$ cat src/rtl/node_rx_module_if.sv
// rtl/node_rx_module_if.sv - router ejection, credit return and PE delivery signals of the node receive endpoint
interface node_rx_module_if #(
  parameter int VC_BITS = 1
);
  logic [72:0]        i_flit;
  logic               o_credit_valid;
  logic [VC_BITS-1:0] o_credit;
  logic               o_req_rx;
  logic [7:0]         o_rx_src;
  logic               i_ack_rx;
  logic [31:0]        o_data;
  logic               o_data_valid;
  logic               o_data_last;
  logic               i_data_ready;

  modport slave (
    input  i_flit, i_ack_rx, i_data_ready,
    output o_credit_valid, o_credit, o_req_rx, o_rx_src,
           o_data, o_data_valid, o_data_last
  );

  modport master (
    output i_flit, i_ack_rx, i_data_ready,
    input  o_credit_valid, o_credit, o_req_rx, o_rx_src,
           o_data, o_data_valid, o_data_last
  );
endinterface

$ cat src/rtl/node_rx_module.sv
// rtl/node_rx_module.sv - node receive endpoint: buffers ejected flits, returns credits, hands packets to the PE
module node_rx_module #(
  parameter int DEPTH   = 4,
  parameter int VC_BITS = 1,
  parameter int CNT_W   = 8
) (
  input  logic             N_clk,
  input  logic             N_rst,
  input  logic [7:0]       local_id,
  node_rx_module_if.slave  rx,
  output logic [CNT_W-1:0] o_misroute_cnt,
  output logic             o_overflow
);

  localparam int PW = (DEPTH > 1) ? $clog2(DEPTH) : 1;
  localparam int CW = $clog2(DEPTH + 1);
  localparam int KW = $clog2(DEPTH + 2);
  localparam logic [PW-1:0] LAST_IDX = PW'(DEPTH - 1);
  localparam logic [CW-1:0] FULL_CNT = CW'(DEPTH);

  typedef enum logic [1:0] {IDLE, REQ, STREAM} state_t;
  state_t state, state_nxt;

  // entry layout: {tail, src, payload}
  logic [40:0]   mem [DEPTH];
  logic [PW-1:0] wr_ptr, rd_ptr;
  logic [CW-1:0] count, pkt_cnt;
  logic [KW-1:0] cred_cnt;

  logic        flit_vld, flit_tail, dst_hit, empty;
  logic        pop, wr_en, drop_mis, drop_full, head_tail;
  logic [40:0] head;
  logic        unused_flit;

  assign flit_vld    = rx.i_flit[72];
  assign flit_tail   = rx.i_flit[71];
  assign dst_hit     = (rx.i_flit[70:63] == local_id);
  assign unused_flit = ^rx.i_flit[62:40];

  assign head      = mem[rd_ptr];
  assign head_tail = head[40];
  assign empty     = (count == '0);
  assign pop       = (state == STREAM) && !empty && rx.i_data_ready;

  // a pop in the same cycle frees the slot the incoming flit needs
  assign wr_en     = flit_vld && dst_hit && ((count != FULL_CNT) || pop);
  assign drop_full = flit_vld && dst_hit && (count == FULL_CNT) && !pop;
  assign drop_mis  = flit_vld && !dst_hit;

  always_ff @(posedge N_clk) begin
    if (wr_en) mem[wr_ptr] <= {flit_tail, rx.i_flit[39:32], rx.i_flit[31:0]};
  end

  always_ff @(posedge N_clk or negedge N_rst) begin
    if (!N_rst) begin
      wr_ptr         <= '0;
      rd_ptr         <= '0;
      count          <= '0;
      pkt_cnt        <= '0;
      cred_cnt       <= '0;
      o_misroute_cnt <= '0;
      o_overflow     <= 1'b0;
      state          <= IDLE;
    end else begin
      state <= state_nxt;
      if (wr_en) wr_ptr <= (wr_ptr == LAST_IDX) ? '0 : wr_ptr + 1'b1;
      if (pop)   rd_ptr <= (rd_ptr == LAST_IDX) ? '0 : rd_ptr + 1'b1;
      count    <= count + CW'(wr_en) - CW'(pop);
      pkt_cnt  <= pkt_cnt + CW'(wr_en && flit_tail) - CW'(pop && head_tail);
      cred_cnt <= cred_cnt + KW'(pop) + KW'(drop_mis) - KW'(cred_cnt != '0);
      if (drop_mis && (o_misroute_cnt != '1)) o_misroute_cnt <= o_misroute_cnt + 1'b1;
      if (drop_full) o_overflow <= 1'b1;
    end
  end

  assign rx.o_credit_valid = (cred_cnt != '0);
  assign rx.o_credit       = '0;

  always_comb begin
    state_nxt       = state;
    rx.o_req_rx     = 1'b0;
    rx.o_rx_src     = '0;
    rx.o_data_valid = 1'b0;
    rx.o_data       = '0;
    rx.o_data_last  = 1'b0;
    case (state)
      IDLE: begin
        if (pkt_cnt != '0) state_nxt = REQ;
      end
      REQ: begin
        rx.o_req_rx = 1'b1;
        rx.o_rx_src = head[39:32];
        if (rx.i_ack_rx) state_nxt = STREAM;
      end
      STREAM: begin
        rx.o_data_valid = !empty;
        if (!empty) begin
          rx.o_data      = head[31:0];
          rx.o_data_last = head_tail;
        end
        if (pop && head_tail) state_nxt = IDLE;
      end
      default: state_nxt = IDLE;
    endcase
  end

endmodule

$ cat src/flat_wrapper.sv
// flat-port wrapper written by rule: the top's interface ports become plain ports
module node_rx_module_flat 
#(
  parameter int DEPTH   = 4,
  parameter int VC_BITS = 1,
  parameter int CNT_W   = 8
)
  (N_clk, N_rst, local_id, o_misroute_cnt, o_overflow, rx_i_flit, rx_i_ack_rx, rx_i_data_ready, rx_o_credit_valid, rx_o_credit, rx_o_req_rx, rx_o_rx_src, rx_o_data, rx_o_data_valid, rx_o_data_last);
  node_rx_module_if #(.VC_BITS(VC_BITS)) rx_i ();
  input  logic N_clk;
  input  logic N_rst;
  input  logic [7:0] local_id;
  output logic [CNT_W-1:0] o_misroute_cnt;
  output logic o_overflow;
  input wire logic [$bits(rx_i.i_flit)-1:0] rx_i_flit;
  input wire logic [$bits(rx_i.i_ack_rx)-1:0] rx_i_ack_rx;
  input wire logic [$bits(rx_i.i_data_ready)-1:0] rx_i_data_ready;
  output wire logic [$bits(rx_i.o_credit_valid)-1:0] rx_o_credit_valid;
  output wire logic [$bits(rx_i.o_credit)-1:0] rx_o_credit;
  output wire logic [$bits(rx_i.o_req_rx)-1:0] rx_o_req_rx;
  output wire logic [$bits(rx_i.o_rx_src)-1:0] rx_o_rx_src;
  output wire logic [$bits(rx_i.o_data)-1:0] rx_o_data;
  output wire logic [$bits(rx_i.o_data_valid)-1:0] rx_o_data_valid;
  output wire logic [$bits(rx_i.o_data_last)-1:0] rx_o_data_last;
  assign rx_i.i_flit = rx_i_flit;
  assign rx_i.i_ack_rx = rx_i_ack_rx;
  assign rx_i.i_data_ready = rx_i_data_ready;
  assign rx_o_credit_valid = rx_i.o_credit_valid;
  assign rx_o_credit = rx_i.o_credit;
  assign rx_o_req_rx = rx_i.o_req_rx;
  assign rx_o_rx_src = rx_i.o_rx_src;
  assign rx_o_data = rx_i.o_data;
  assign rx_o_data_valid = rx_i.o_data_valid;
  assign rx_o_data_last = rx_i.o_data_last;
  node_rx_module #(.DEPTH(DEPTH), .VC_BITS(VC_BITS), .CNT_W(CNT_W)) u_core (.N_clk(N_clk), .N_rst(N_rst), .local_id(local_id), .rx(rx_i), .o_misroute_cnt(o_misroute_cnt), .o_overflow(o_overflow));
endmodule
$ cat config.mk
export PLATFORM = sky130hd
export DESIGN_NAME = node_rx_module_flat
export DESIGN_NICKNAME = d
export VERILOG_FILES = /design/src/rtl/node_rx_module_if.sv /design/src/rtl/node_rx_module.sv /design/src/flat_wrapper.sv
export SDC_FILE = /design/constraint.sdc
export NUM_CORES = 1
export LEC_CHECK = 0
export CORE_MARGIN = 8
export CORE_UTILIZATION = 52
export DETAILED_ROUTE_END_ITERATION = 10
export HOLD_SLACK_MARGIN = 0.03
export PLACE_DENSITY = 0.79
export RECOVER_POWER = 100
export SYNTH_ARGS = -nofsm -noshare
export SYNTH_HDL_FRONTEND = slang
export SYNTH_SLANG_ARGS = --single-unit
$ cat constraint.sdc
create_clock -name N_clk -period 3.1 [get_ports N_clk]
set_clock_uncertainty 0.05 [all_clocks]
set_input_delay 0.62 -clock N_clk [delete_from_list [all_inputs] [get_ports N_clk]]
set_output_delay 0.62 -clock N_clk [all_outputs]
set_load 0.005 [all_outputs]
-- Word-level counts from Yosys, hierarchy flattened
Memory sizes are Yosys's and may differ from the RTL's.
Cells that the tools add are included.
- RAM bits: 164
- memories kept: 1
- bits in registers: 24
- word-level logic and storage cells: 64
- output and inout port bits: 54
- reductions and logical operators: 19
- add/subtract/negate cells: 10
- mux-type cells: 15
- equality and inequality tests: 11
- memory list (memory ; depth ; width ; rd ports ; clocked after memory_dff ; write ports ; line ; source):
    u_core.mem ; 4 ; 41 ; 1 ; 0 ; 1 ; node_rx_module.sv:25 ; logic [40:0] mem [DEPTH];
- operator list (kind ; count):
    $mux W32 ; 2
    $add A3 B1 Y3 ; 4
    $logic_and A1 B1 Y1 ; 10
    $mux W2 ; 5
    $sub A3 B1 Y3 ; 3
    $add A8 B1 Y8 const B ; 1
    $eq A8 B8 Y1 ; 1
    $mux W8 ; 1
    $ne A8 B8 Y1 const B ; 1
    $eq A2 B2 Y1 const B ; 3
    $mux W1 ; 6
    $pmux W2 S3 ; 1
    $reduce_bool A3 Y1 ; 2
    $add A2 B1 Y2 const B ; 2
    $ne A2 B2 Y1 const B ; 2
    $eq A3 B3 Y1 const B ; 1
    $logic_not A1 Y1 ; 3
    $logic_not A3 Y1 ; 1
    $ne A3 B3 Y1 const B ; 1
    $reduce_and A3 Y1 ; 1
    $eq A2 B1 Y1 const B ; 1
    $logic_not A2 Y1 ; 1
    $ne A2 B1 Y1 const B ; 1
    $logic_or A1 B1 Y1 ; 1

-- Depth between registers and ports, before layout
Gate-level depths: netlist (run 1).
- word-level depth: 9
- mapped depth: 11
- gate-level depth less buffers: 9

-- Worst setup path before layout (run 1)
OpenSTA, ideal clock, no wires.
- path type: input port to flip-flop
- start point: in local_id[2]
- end point: mem u_core.mem[3][0] (enable)
- setup slack: 0.282 ns
- cell stages on the path: 6
- setup time: 0.402 ns
- path buffers: 1
- data arrival time: 2.366 ns
- data required time: 2.648 ns
- cells stage by stage: xnor2_1 > nand4_1 > nor2_1 > and3b_1 > buf_6 > and2_1
- longest elaborated chain between the ends: 5
- ends and longest elaborated chain (item ; line ; source):
    from (decl) ; flat_wrapper.sv:12 ; input logic [7:0] local_id;
    $eq A8 B8 Y1 ; node_rx_module.sv:37 ; assign dst_hit = (rx.i_flit[70:63] == local_id);
    $logic_and A1 B1 Y1 (2 in series) ; node_rx_module.sv:46 ; assign wr_en = flit_vld && dst_hit && ((count != FULL_CNT) || pop);
    named net u_core.wr_en ; node_rx_module.sv:31 ; logic pop, wr_en, drop_mis, drop_full, head_tail;
    $mux W1 ; node_rx_module.sv:51 ; if (wr_en) mem[wr_ptr] <= {flit_tail, rx.i_flit[39:32], rx.i_flit[31:0]};
    $mux W1 (implied by the code) ; node_rx_module.sv:51 ;
    to (decl) ; node_rx_module.sv:25 ;
The timed path passes the listed nets, and every way through them passes these cells.

-- Worst setup path in the final report (run 1)
- start point: reg u_core.rd_ptr[0]
- end point: out rx_o_data[2]
- longest elaborated chain between the ends: 3
- ends and longest elaborated chain (item ; line ; source):
    from (decl) ; node_rx_module.sv:26 ; logic [PW-1:0] wr_ptr, rd_ptr;
    from (signal assigned) ; node_rx_module.sv:67 ; if (pop) rd_ptr <= (rd_ptr == LAST_IDX) ? '0 : rd_ptr + 1'b1;
    $mem_v2 Z4 W41 ; - ;
    $mux W32 ; node_rx_module.sv:97 ; if (!empty) begin
    $mux W32 ; node_rx_module.sv:86 ; case (state)
    to (decl) ; flat_wrapper.sv:22 ; output wire logic [$bits(rx_i.o_data)-1:0] rx_o_data;
No other way between the ends.

==> results.py, run 1 <==
metrics = {
    "run_status": {
        "run_status": "finished clean",
    },
    "setup_path": {
        "rrSetupSlack_ns": 0.52,
        "crit_path_max_fanout": 7,
        "kind_of_start_point_of_the_critical_path": "register",
        "cp-end-kind": "output pin",
        "critical_path_class": "reg -> out",
        "worstPathRequired_ns": 2.43,
        "worst-endpoint-arrival_ns": 2.32,
    },
    "floorplanning": {
        "top_level_port_count": 139,
        "core_area_um2": 14400,
        "die_outline_area_um2": 18700,
        "number_of_rows_created_at_floorplan": 44,
        "die_h_um": 137,
        "floorplan.initialDensity_pct": 52.7,
        "die-width_um": 137,
    },
    "layout": {
        "postLayoutCoreUtil_pct": 66.7,
        "layout.cells.non_filler": 723,
        "flow.area_growth_from_synthesis_pct": 26.6,
        "num-nets-final": 624,
        "final_layout_size_suffix_gt1_share_pct": 18.2,
        "fillers": 974,
    },
    "flow_run": {
        "max_cap_violations": 0,
    },
    "synthesis": {
        "synthCells": 393,
        "synth_top_family_by_area": "multiplexers",
        "avgSynthCellArea_um2": 19.3,
        "ys.warnings.count": 0,
        "synth-main-ff-cell": "edfxtp_1",
        "postSynthRegisterBits": 188,
        "yosysUniqueCellTypes": 39,
        "top_cells_by_area_synth": "edfxtp_1 65%, mux4_2 12%, dfrtp_1 7.9%",
        "synth.top_cell.area_share_pct": 64.8,
        "total_nets_after_synthesis": 491,
        "synth_simple_gate_area_share_pct": 6.64,
        "synth_compound_gate_area_share_pct": 0.692,
        "synth.mux.area_fraction_pct": 13.0,
        "async_reset_ff_share_pct": 12.8,
        "yosysSeqAreaShare_pct": 72.7,
        "post_synth_fa_ha_maj_area_fraction_pct": 2.54,
        "synth-edff-count": 164,
        "yosys.area_share.xor_xnor_pct": 2.31,
        "mappedNetlistArea_um2": 7600,
        "synth_largest_area_cell": "edfxtp_1",
    },
    "cts": {
        "ctsLongestPathBuffers": 2,
        "clock_sinks": 188,
        "numCtsBuffers": 17,
        "cts_htree_levels": 4,
        "hold_buffers": 0,
        "tritoncts": "done",
        "clock-root-buffer": "clkbuf_16",
        "clk_pin_slew_worst_paths_ns": 0.07,
        "clk-insertion-delay-late_ns": 0.42,
    },
    "power_and_ir_drop": {
        "power_leakage_nw": 3.41,
        "power_frac_clock_pct": 28.6,
        "power.density_nw_per_um2": 748,
        "power_frac_seq_pct": 43.2,
        "switching_power_mw": 1.96,
        "comb_power_share_pct": 28.2,
        "vdd_drop_max_mv": 0.459,
        "internal_power_mw": 5.24,
        "switching_share_pct": 27.2,
    },
    "sta": {
        "timing_hold_violations_final": 0,
        "max_freq_mhz": 334,
        "worst_slew_margin_rel_pct": 12.3,
        "max_slew.worst_pin.slew_ns": 1.31,
        "period_minus_slack_ns": 2.99,
        "rsz0062_at_grt": "false",
        "final_min_period_over_clock_period_pct": 96.5,
        "setup_tns_ns": 0,
        "maxSlewViolCount": 0,
        "count_of_final_setup_violators": 0,
        "post-route-worst-setup-slack_ns": 0.109,
    },
    "detailed_routing": {
        "drt-wirelength-per-cell_um": 20.8,
        "num_vias": 4025,
        "drc_errors": 0,
        "ant_nets": 0,
        "first_iter_violations": 258,
        "final_routed_wirelength_mm": 15.0,
        "drt_pre_antenna_iters": 4,
        "avgViaCountPerCell": 5.57,
    },
    "min_path": {
        "hold_path_class": "reg -> reg",
    },
    "global_routing": {
        "grt_first_pass_wirelength_mm": 23.4,
        "first_global_vias": 4401,
        "number_of_antenna_violations_at_the_first_check_in_global_routing": 2,
        "grt-ovfl-total": 0,
        "grt_start_max_net_pins": 28,
        "grtUsageTotal_pct": 16.8,
    },
    "placement": {
        "placement.io_buffers": 114,
        "place_congestion": 0.745,
        "dp.final_hpwl_mm": 9.92,
        "dpl.cell_count": 689,
        "place_worst_setup_slack_ns": 0.187,
    },
}
metal layers:
layer	part of all wire [%]	GRT usage, %
met5	0.060	0
met1	40	19.8
met3	8.8	5.84
met4	1.2	6.52
met2	50	27.9
registers in the layout (all words and copies together) (netlist names):
signal and cells:
u_core.state 2, u_core.o_overflow 1, u_core.mem 164, u_core.pkt_cnt 3
u_core.wr_ptr 2, u_core.o_misroute_cnt 8, u_core.count 3, u_core.rd_ptr 2
u_core.cred_cnt 3
layout make-up:
cell class	instances	area [um^2]	share of cell area (%)
repair buffers	135	1330	13.9
inverters	13	48.8	0.507
clock inverters	13	135	1.40
multi-input cells	171	1910	19.8
flip-flops and latches	188	5530	57.5
diodes	1	2.50	0.0260
clock buffers	18	429	4.46
well taps	184	230	2.39
timing repair:
action	CTS	global route
resized for setup	1	1
gates cloned	0	0
endpoints found under the setup margin	27	1
setup buffers	2	0
power groups by stage:
stage / Combinational [mW] / Clock [mW] / Sequential (mW)
2_1_floorplan: 1.23 / 0 / 3.07
3_3_place_gp: 2.02 / 0 / 3.18
3_5_place_dp: 2.06 / 0 / 3.19
4_1_cts: 2.12 / 2.10 / 3.12
5_1_grt: 2.21 / 2.18 / 3.14
6_report: 2.03 / 2.06 / 3.11
kinds of logic (layout without fill, tap and decap cells):
kind of cell / count (synthesis) / count (layout)
XOR/XNOR: 20 / 20
buffers and inverters: 34 / 179
flip-flops: 188 / 188
adder cells (fa/ha/maj): 13 / 13
AO/OA/AOI/OAI: 7 / 7
AND/OR/NAND/NOR: 84 / 84
multiplexers: 46 / 46
other: 1 / 2
cell usage after synthesis, drive strengths merged (3+ instances only):
library cell,count
mux4,41
buf,9
clkbuf,12
and3,36
nand3,5
dfrtp,24
and2,13
xnor2,12
mux2,5
nor3,4
fa,4
edfxtp,164
nor2b,3
xor2,8
inv,13
nand2,6
ha,9
nor2,6
stage by stage:
step / cell area, um^2 / power (mW) / hold slack (ns)
floorplan: 7600 / 4.30 / 0.274
global placement: 9160 / 5.19 / 0.395
detailed placement: 9160 / 5.25 / 0.412
CTS: 9750 / 7.33 / 0.424
global route: 9620 / 7.53 / 0.447
finish: 9620 / 7.20 / 0.418
critical path, stage by stage (launching register included):
cell and delay [ns]:
dfrtp_4 0.50, buf_4 0.23, mux4_2 0.52, and3_1 0.20
clkdlybuf4s50_1 0.45
placed cells by master (no fill, tap or decap), types with 9 or more instances in the layout:
cell type        netlist  layout
dfrtp_1               24      22
inv_1                 13      13
clkdlybuf4s50_1        0      59
edfxtp_1             164     164
and3_1                36      36
dlygate4sd3_1          0      55
and2_0                 0       9
xnor2_1               12      12
clkbuf_16              0      17
ha_1                   9       9
mux4_2                41      41
path summary, 6_finish.rpt:
check                              startpoint  cells past startpoint                 end
max                          u_core.rd_ptr[0]                      4        rx_o_data[2]
min                        u_core.cred_cnt[2]                      1  u_core.cred_cnt[2]
max reg2reg                   u_core.state[0]                      7   u_core.mem[1][31]
min reg2reg                u_core.cred_cnt[2]                      1  u_core.cred_cnt[2]
max in group asynchronous               N_rst                      2    u_core.rd_ptr[0]
min in group asynchronous               N_rst                      2  u_core.cred_cnt[2]
(Power assumes the default switching activity.)
==> run 2, diff against run 1 <==
--- a/config.mk
+++ b/config.mk
@@ -6,10 +6,10 @@
 export NUM_CORES = 1
 export LEC_CHECK = 0
 export CORE_MARGIN = 8
-export CORE_UTILIZATION = 52
+export CORE_UTILIZATION = 55
 export DETAILED_ROUTE_END_ITERATION = 10
 export HOLD_SLACK_MARGIN = 0.03
-export PLACE_DENSITY = 0.79
+export PLACE_DENSITY = 0.83
 export RECOVER_POWER = 100
 export SYNTH_ARGS = -nofsm -noshare
 export SYNTH_HDL_FRONTEND = slang
==> constraint.sdc (replaced) <==
create_clock -name N_clk -period 3.8 [get_ports N_clk]
set_clock_uncertainty 0.05 [all_clocks]
set_input_delay 0.76 -clock N_clk [delete_from_list [all_inputs] [get_ports N_clk]]
set_output_delay 0.76 -clock N_clk [all_outputs]
set_load 0.005 [all_outputs]
==> run 2 against run 1 <==
Effect of this change:
- global-route usage up 0.93 points
- non-clock buffer count down 7
- clock-buffer cell count up 1
- first-iteration DRC count down 7.0%
- via count up 0.47%
- total power down 19%
- critical path depth unchanged
- routed wire length about the same
- cell area down 1.0%
- worst setup slack better by 0.086 ns
- clock power down 17%
- register-to-register slack better by 0.36 ns
- critical endpoint is now rx_o_data[28]
==> results.py, run 2 (synthesis gave the netlist of run 1 again) <==
metrics = {
    "sta": {
        "period_minus_slack_ns": 3.60,
        "timing_hold_violations_final": 0,
        "rsz0062_at_grt": "false",
        "setup_tns_ns": 0,
        "max_freq_mhz": 277,
        "max_slew.worst_pin.slew_ns": 1.17,
        "count_of_final_setup_violators": 0,
        "final_min_period_over_clock_period_pct": 94.9,
        "worst_slew_margin_rel_pct": 22.2,
        "maxSlewViolCount": 0,
        "post-route-worst-setup-slack_ns": 0.195,
    },
    "setup_path": {
        "worst_setup_path_endpoint": "rx_o_data[28]",
        "critical_path.reg2reg.endpoint": "u_core.mem[2][25]",
        "rrSetupSlack_ns": 0.88,
        "cp-end-kind": "output pin",
        "launch_point_of_the_worst_path": "u_core.count[2]",
        "crit_path_max_fanout": 19,
        "worstPathRequired_ns": 2.99,
        "worstReg2RegStart": "u_core.state[0]",
        "critical_path_class": "reg -> out",
        "worst-endpoint-arrival_ns": 2.79,
        "kind_of_start_point_of_the_critical_path": "register",
        "worstRegToRegCells": 6,
    },
    "detailed_routing": {
        "final_routed_wirelength_mm": 15.0,
        "num_vias": 4044,
        "drt_pre_antenna_iters": 4,
        "ant_nets": 0,
        "drc_errors": 0,
        "drt-wirelength-per-cell_um": 21.1,
        "avgViaCountPerCell": 5.68,
        "first_iter_violations": 240,
    },
    "cts": {
        "clk_pin_slew_worst_paths_ns": 0.07,
        "clk-insertion-delay-late_ns": 0.42,
        "cts_htree_levels": 4,
        "clock-root-buffer": "clkbuf_16",
        "ctsLongestPathBuffers": 2,
        "cts_setup_buffers": 0,
        "tritoncts": "done",
        "ctsResizeCount": 0,
        "numCtsBuffers": 17,
        "clock_sinks": 188,
        "hold_buffers": 0,
    },
    "layout": {
        "num-nets-final": 617,
        "final_layout_size_suffix_gt1_share_pct": 17.1,
        "final-seq-area_um2": 5530,
        "largest_register_ff_count": 164,
        "reg.largest.list": "u_core.mem: 164 flops, u_core.o_misroute_cnt: 8 flops",
        "flow.area_growth_from_synthesis_pct": 25.3,
        "largest-register": "u_core.mem",
        "fillers": 893,
        "multi_input_comb_area_um2": 1900,
        "insertedDiodeCount": 0,
        "mostFrequentLayoutCells": "164 x edfxtp_1, 80 x dlygate4sd3_1, 41 x mux4_2",
        "layout.cells.most_common": "edfxtp_1",
    },
    "floorplanning": {
        "top_level_port_count": 139,
        "number_of_rows_created_at_floorplan": 43,
        "floorplan.initialDensity_pct": 55.6,
        "die_outline_area_um2": 17800,
        "core_area_um2": 13700,
        "die-width_um": 134,
        "die_h_um": 134,
    },
    "power_and_ir_drop": {
        "power_leakage_nw": 3.46,
        "vdd_drop_max_mv": 0.347,
        "power_frac_clock_pct": 29.3,
        "power_frac_seq_pct": 44.4,
        "comb_power_share_pct": 26.2,
        "internal_power_mw": 4.25,
        "power.density_nw_per_um2": 611,
        "switching_share_pct": 27.0,
        "switching_power_mw": 1.57,
    },
    "min_path": {
        "hold_path_startpoint": "u_core.cred_cnt[2]",
        "hold_path_class": "reg -> reg",
    },
    "global_routing": {
        "grt_start_max_net_pins": 38,
        "first_global_vias": 4411,
        "number_of_antenna_violations_at_the_first_check_in_global_routing": 4,
        "grtUsageTotal_pct": 17.7,
        "grt_first_pass_wirelength_mm": 24.2,
        "grt-ovfl-total": 0,
    },
    "run_status": {
        "run_status": "finished clean",
    },
    "placement": {
        "place_congestion": 0.779,
        "place_worst_setup_slack_ns": 0.505,
        "placement.io_buffers": 114,
        "dp.final_hpwl_mm": 9.46,
    },
    "flow_run": {
        "max_cap_violations": 0,
    },
}
## run 2: cell count changes in the layout (fill, tap and decap cells not counted), moves of 3 or more
cell | before | now
and2_0 | 9 | 3
buf_12 | 4 | 1
clkbuf_4 | 8 | 2
and2_1 | 4 | 8
dlygate4sd3_1 | 55 | 80
clkdlybuf4s50_1 | 59 | 34
clkbuf_2 | 0 | 6
## run 2: layout make-up
class	count	area share [%]
Multi-Input combinational cell	171	20.0
Sequential cell	188	58.1
Clock buffer	19	4.55
Clock inverter	13	1.50
Timing Repair Buffer	128	13.0
Tap cell	180	2.37
Inverter	13	0.512
## run 2: worst min-delay path by stage
stage                                     to  slack [ns]  cells after the start
after global placement       u_core.state[0]        0.40                      1
after global routing      u_core.cred_cnt[2]        0.45                      1
after detailed placement     u_core.state[0]        0.41                      1
after CTS                 u_core.cred_cnt[2]        0.42                      1
after floorplan              u_core.state[0]        0.37                      1
final                     u_core.cred_cnt[2]        0.42                      1
## run 2: worst max-delay path, cell delays in order (launching register included)
cell	delay, ns
dfrtp_1	0.40
or3_1	0.67
clkbuf_2	0.42
and3_1	0.29
dlygate4sd3_1	0.58
## run 2: metrics by stage
step	power (mW)	std cells	hold WS [ns]	instance area, um^2	utilization [%]
finish	5.82	712	0.423	9520	69.7
global route	6.08	712	0.452	9520	69.7
CTS	5.95	712	0.422	9580	70.1
detailed placement	4.24	680	0.412	9010	65.9
global placement	4.18	680	0.396	9010	65.9
floorplan	3.51	393	0.375	7600	-
## run 2: power by group through the flow
stage          Combinational, mW  Sequential, mW  Clock (mW)
2_1_floorplan               1.01            2.50           0
3_3_place_gp                1.55            2.62           0
3_5_place_dp                1.61            2.64           0
4_1_cts                     1.63            2.59        1.73
5_1_grt                     1.66            2.62        1.80
6_report                    1.52            2.58        1.71
## run 2: layer usage
metal	routed length [um]	global-route usage, %	part of all wire [%]	vias up
met3	1050	6.02	7.0	21
met2	7590	28.5	51	138
met4	153	6.24	1.0	8
li1	-	-	-	1790
met1	6170	22.0	41	2087
met5	46	0	0.31	-
==> run 3, diff against run 2 <==
--- a/config.mk
+++ b/config.mk
@@ -5,11 +5,12 @@
 export SDC_FILE = /design/constraint.sdc
 export NUM_CORES = 1
 export LEC_CHECK = 0
+export ABC_AREA = 0
 export CORE_MARGIN = 8
 export CORE_UTILIZATION = 55
 export DETAILED_ROUTE_END_ITERATION = 10
 export HOLD_SLACK_MARGIN = 0.03
-export PLACE_DENSITY = 0.83
+export PLACE_DENSITY = 0.8
 export RECOVER_POWER = 100
 export SYNTH_ARGS = -nofsm -noshare
 export SYNTH_HDL_FRONTEND = slang
==> run 3 against run 2 <==
Effect of this change:
- final cell count rose by 0.14%
- first-iteration DRC count rose by 1.3%
- utilization rose by 0.32 points
- critical path type unchanged
- largest power group unchanged
==> results.py, run 3 (synthesis gave the netlist of run 1 again) <==
metrics = {
    "detailed_routing": {
        "drt_pre_antenna_iters": 4,
        "num_vias": 4024,
        "ant_nets": 0,
        "drt-wirelength-per-cell_um": 21.2,
        "first_iter_violations": 243,
        "drc_errors": 0,
        "avgViaCountPerCell": 5.64,
        "final_routed_wirelength_mm": 15.1,
    },
    "power_and_ir_drop": {
        "design_power_total_mw": 5.80,
        "power.density_nw_per_um2": 607,
        "vdd_drop_max_mv": 0.356,
        "power_leakage_nw": 3.46,
    },
    "cts": {
        "clock_sinks": 188,
        "clock-root-buffer": "clkbuf_16",
        "ctsLongestPathBuffers": 2,
        "numCtsBuffers": 17,
        "cts_setup_buffers": 0,
        "ctsResizeCount": 0,
        "cts_htree_levels": 4,
        "clk-insertion-delay-late_ns": 0.42,
        "tritoncts": "done",
        "hold_buffers": 0,
        "clk_pin_slew_worst_paths_ns": 0.07,
    },
    "placement": {
        "place_worst_setup_slack_ns": 0.493,
        "dpl.cell_count": 680,
        "placement.io_buffers": 114,
        "dp.final_hpwl_mm": 9.63,
        "detailed_place.area_um2": 9030,
        "place_congestion": 0.745,
    },
    "flow_run": {
        "max_cap_violations": 0,
    },
    "floorplanning": {
        "floorplan.initialDensity_pct": 55.6,
        "die_h_um": 134,
        "number_of_rows_created_at_floorplan": 43,
        "die-width_um": 134,
        "top_level_port_count": 139,
        "core_area_um2": 13700,
        "die_outline_area_um2": 17800,
    },
    "setup_path": {
        "worstPathRequired_ns": 2.99,
        "worst_path_max_delay_cell": "dfrtp_4",
        "critical_path.cell_chain": "clkbuf_2, mux4_2, and3_1, clkdlybuf4s50_1",
        "crit_path_max_fanout": 33,
        "critical_path_class": "reg -> out",
        "cp.buffers_inverters": 2,
        "cp-end-kind": "output pin",
        "worst-endpoint-arrival_ns": 2.77,
        "critical_path_cell_count": 4,
        "slowest_delay_ns": 0.84,
        "family_with_the_most_delay_on_the_worst_path": "flip-flops",
        "worstRegToRegCells": 7,
        "kind_of_start_point_of_the_critical_path": "register",
    },
    "sta": {
        "final_min_period_over_clock_period_pct": 94.2,
        "maxSlewViolCount": 0,
        "setup_tns_ns": 0,
        "fin_hold_ws_ns": 0.425,
        "post-route-worst-setup-slack_ns": 0.220,
        "max_slew.worst_pin.slew_ns": 1.17,
        "count_of_final_setup_violators": 0,
        "max_freq_mhz": 279,
        "rsz0062_at_grt": "false",
        "worst_slew_margin_rel_pct": 22.1,
        "period_minus_slack_ns": 3.58,
        "timing_hold_violations_final": 0,
    },
    "min_path": {
        "worstHoldPathCells": 1,
        "hold_path_class": "reg -> reg",
    },
    "layout": {
        "final_layout_size_suffix_gt1_share_pct": 17.5,
        "layout.cells.most_common": "edfxtp_1",
        "mostFrequentLayoutCells": "164 x edfxtp_1, 82 x dlygate4sd3_1, 41 x mux4_2",
        "layout.cells.non_filler": 713,
        "reg.largest.list": "u_core.mem: 164 flops, u_core.o_misroute_cnt: 8 flops",
        "largest-register": "u_core.mem",
        "postLayoutCoreUtil_pct": 70.0,
        "largest_register_ff_count": 164,
        "flow.area_growth_from_synthesis_pct": 25.9,
        "num-nets-final": 617,
        "postLayoutCellArea_um2": 9570,
    },
    "global_routing": {
        "grt_first_pass_wirelength_mm": 23.9,
        "first_global_vias": 4427,
        "grt-ovfl-total": 0,
        "grt_start_max_net_pins": 37,
        "number_of_antenna_violations_at_the_first_check_in_global_routing": 2,
        "grtUsageTotal_pct": 17.6,
    },
    "run_status": {
        "run_status": "finished clean",
    },
}
-- run 3: changes by cell type in the layout (fill, tap and decap cells not counted), moves of 2 or more --
cell / previous run / this run
clkdlybuf4s50_1: 34 / 32
and2_0: 3 / 5
clkbuf_2: 6 / 3
buf_12: 1 / 4
clkinv_4: 3 / 1
and2_2: 2 / 0
inv_8: 1 / 3
inv_6: 2 / 6
dlygate4sd3_1: 80 / 82
clkinv_1: 2 / 0
-- run 3: cell type report --
cell class	count	area, um^2
Clock buffer	17	425
Inverter	13	48.8
Clock inverter	15	153
Sequential cell	188	5530
Timing Repair Buffer	128	1280
Antenna cell	1	2.50
Tap cell	180	225
Fill cell	895	4100
Multi-Input combinational cell	171	1900
-- run 3: worst register-to-register path: stages, from the launching register on --
cell      delay (ns)
dfrtp_1         0.43
nor2b_2         0.13
buf_4           0.37
nand2_2         0.10
and3_1          0.19
and3b_1         0.40
and2_0          0.68
clkbuf_4        0.58
-- run 3: worst paths after layout --
check | start | to | slack [ns]
worst max-delay path | u_core.rd_ptr[0] | rx_o_data[21] | 0.22
worst min-delay path | u_core.state[1] | u_core.state[0] | 0.43
worst max register to register | u_core.state[0] | u_core.mem[0][21] | 0.52
max in group asynchronous | N_rst | u_core.o_overflow | 2.09
min in group asynchronous | N_rst | u_core.cred_cnt[2] | 0.81
worst min register to register | u_core.state[1] | u_core.state[0] | 0.43
-- run 3: layer usage --
layer	vias to the layer above	wire length [um]	GRT usage [%]
met4	2	229	6.43
met1	2062	5960	21.0
li1	1796	-	-
met3	21	975	5.46
met5	-	10	0
met2	143	7900	29.6
-- run 3: power by group --
part / switching, mW / total [mW] / internal [mW]
registers: 0.224 / 2.59 / 2.37
logic: 0.600 / 1.48 / 0.885
clock network: 0.800 / 1.73 / 0.929
total: 1.62 / 5.80 / 4.18
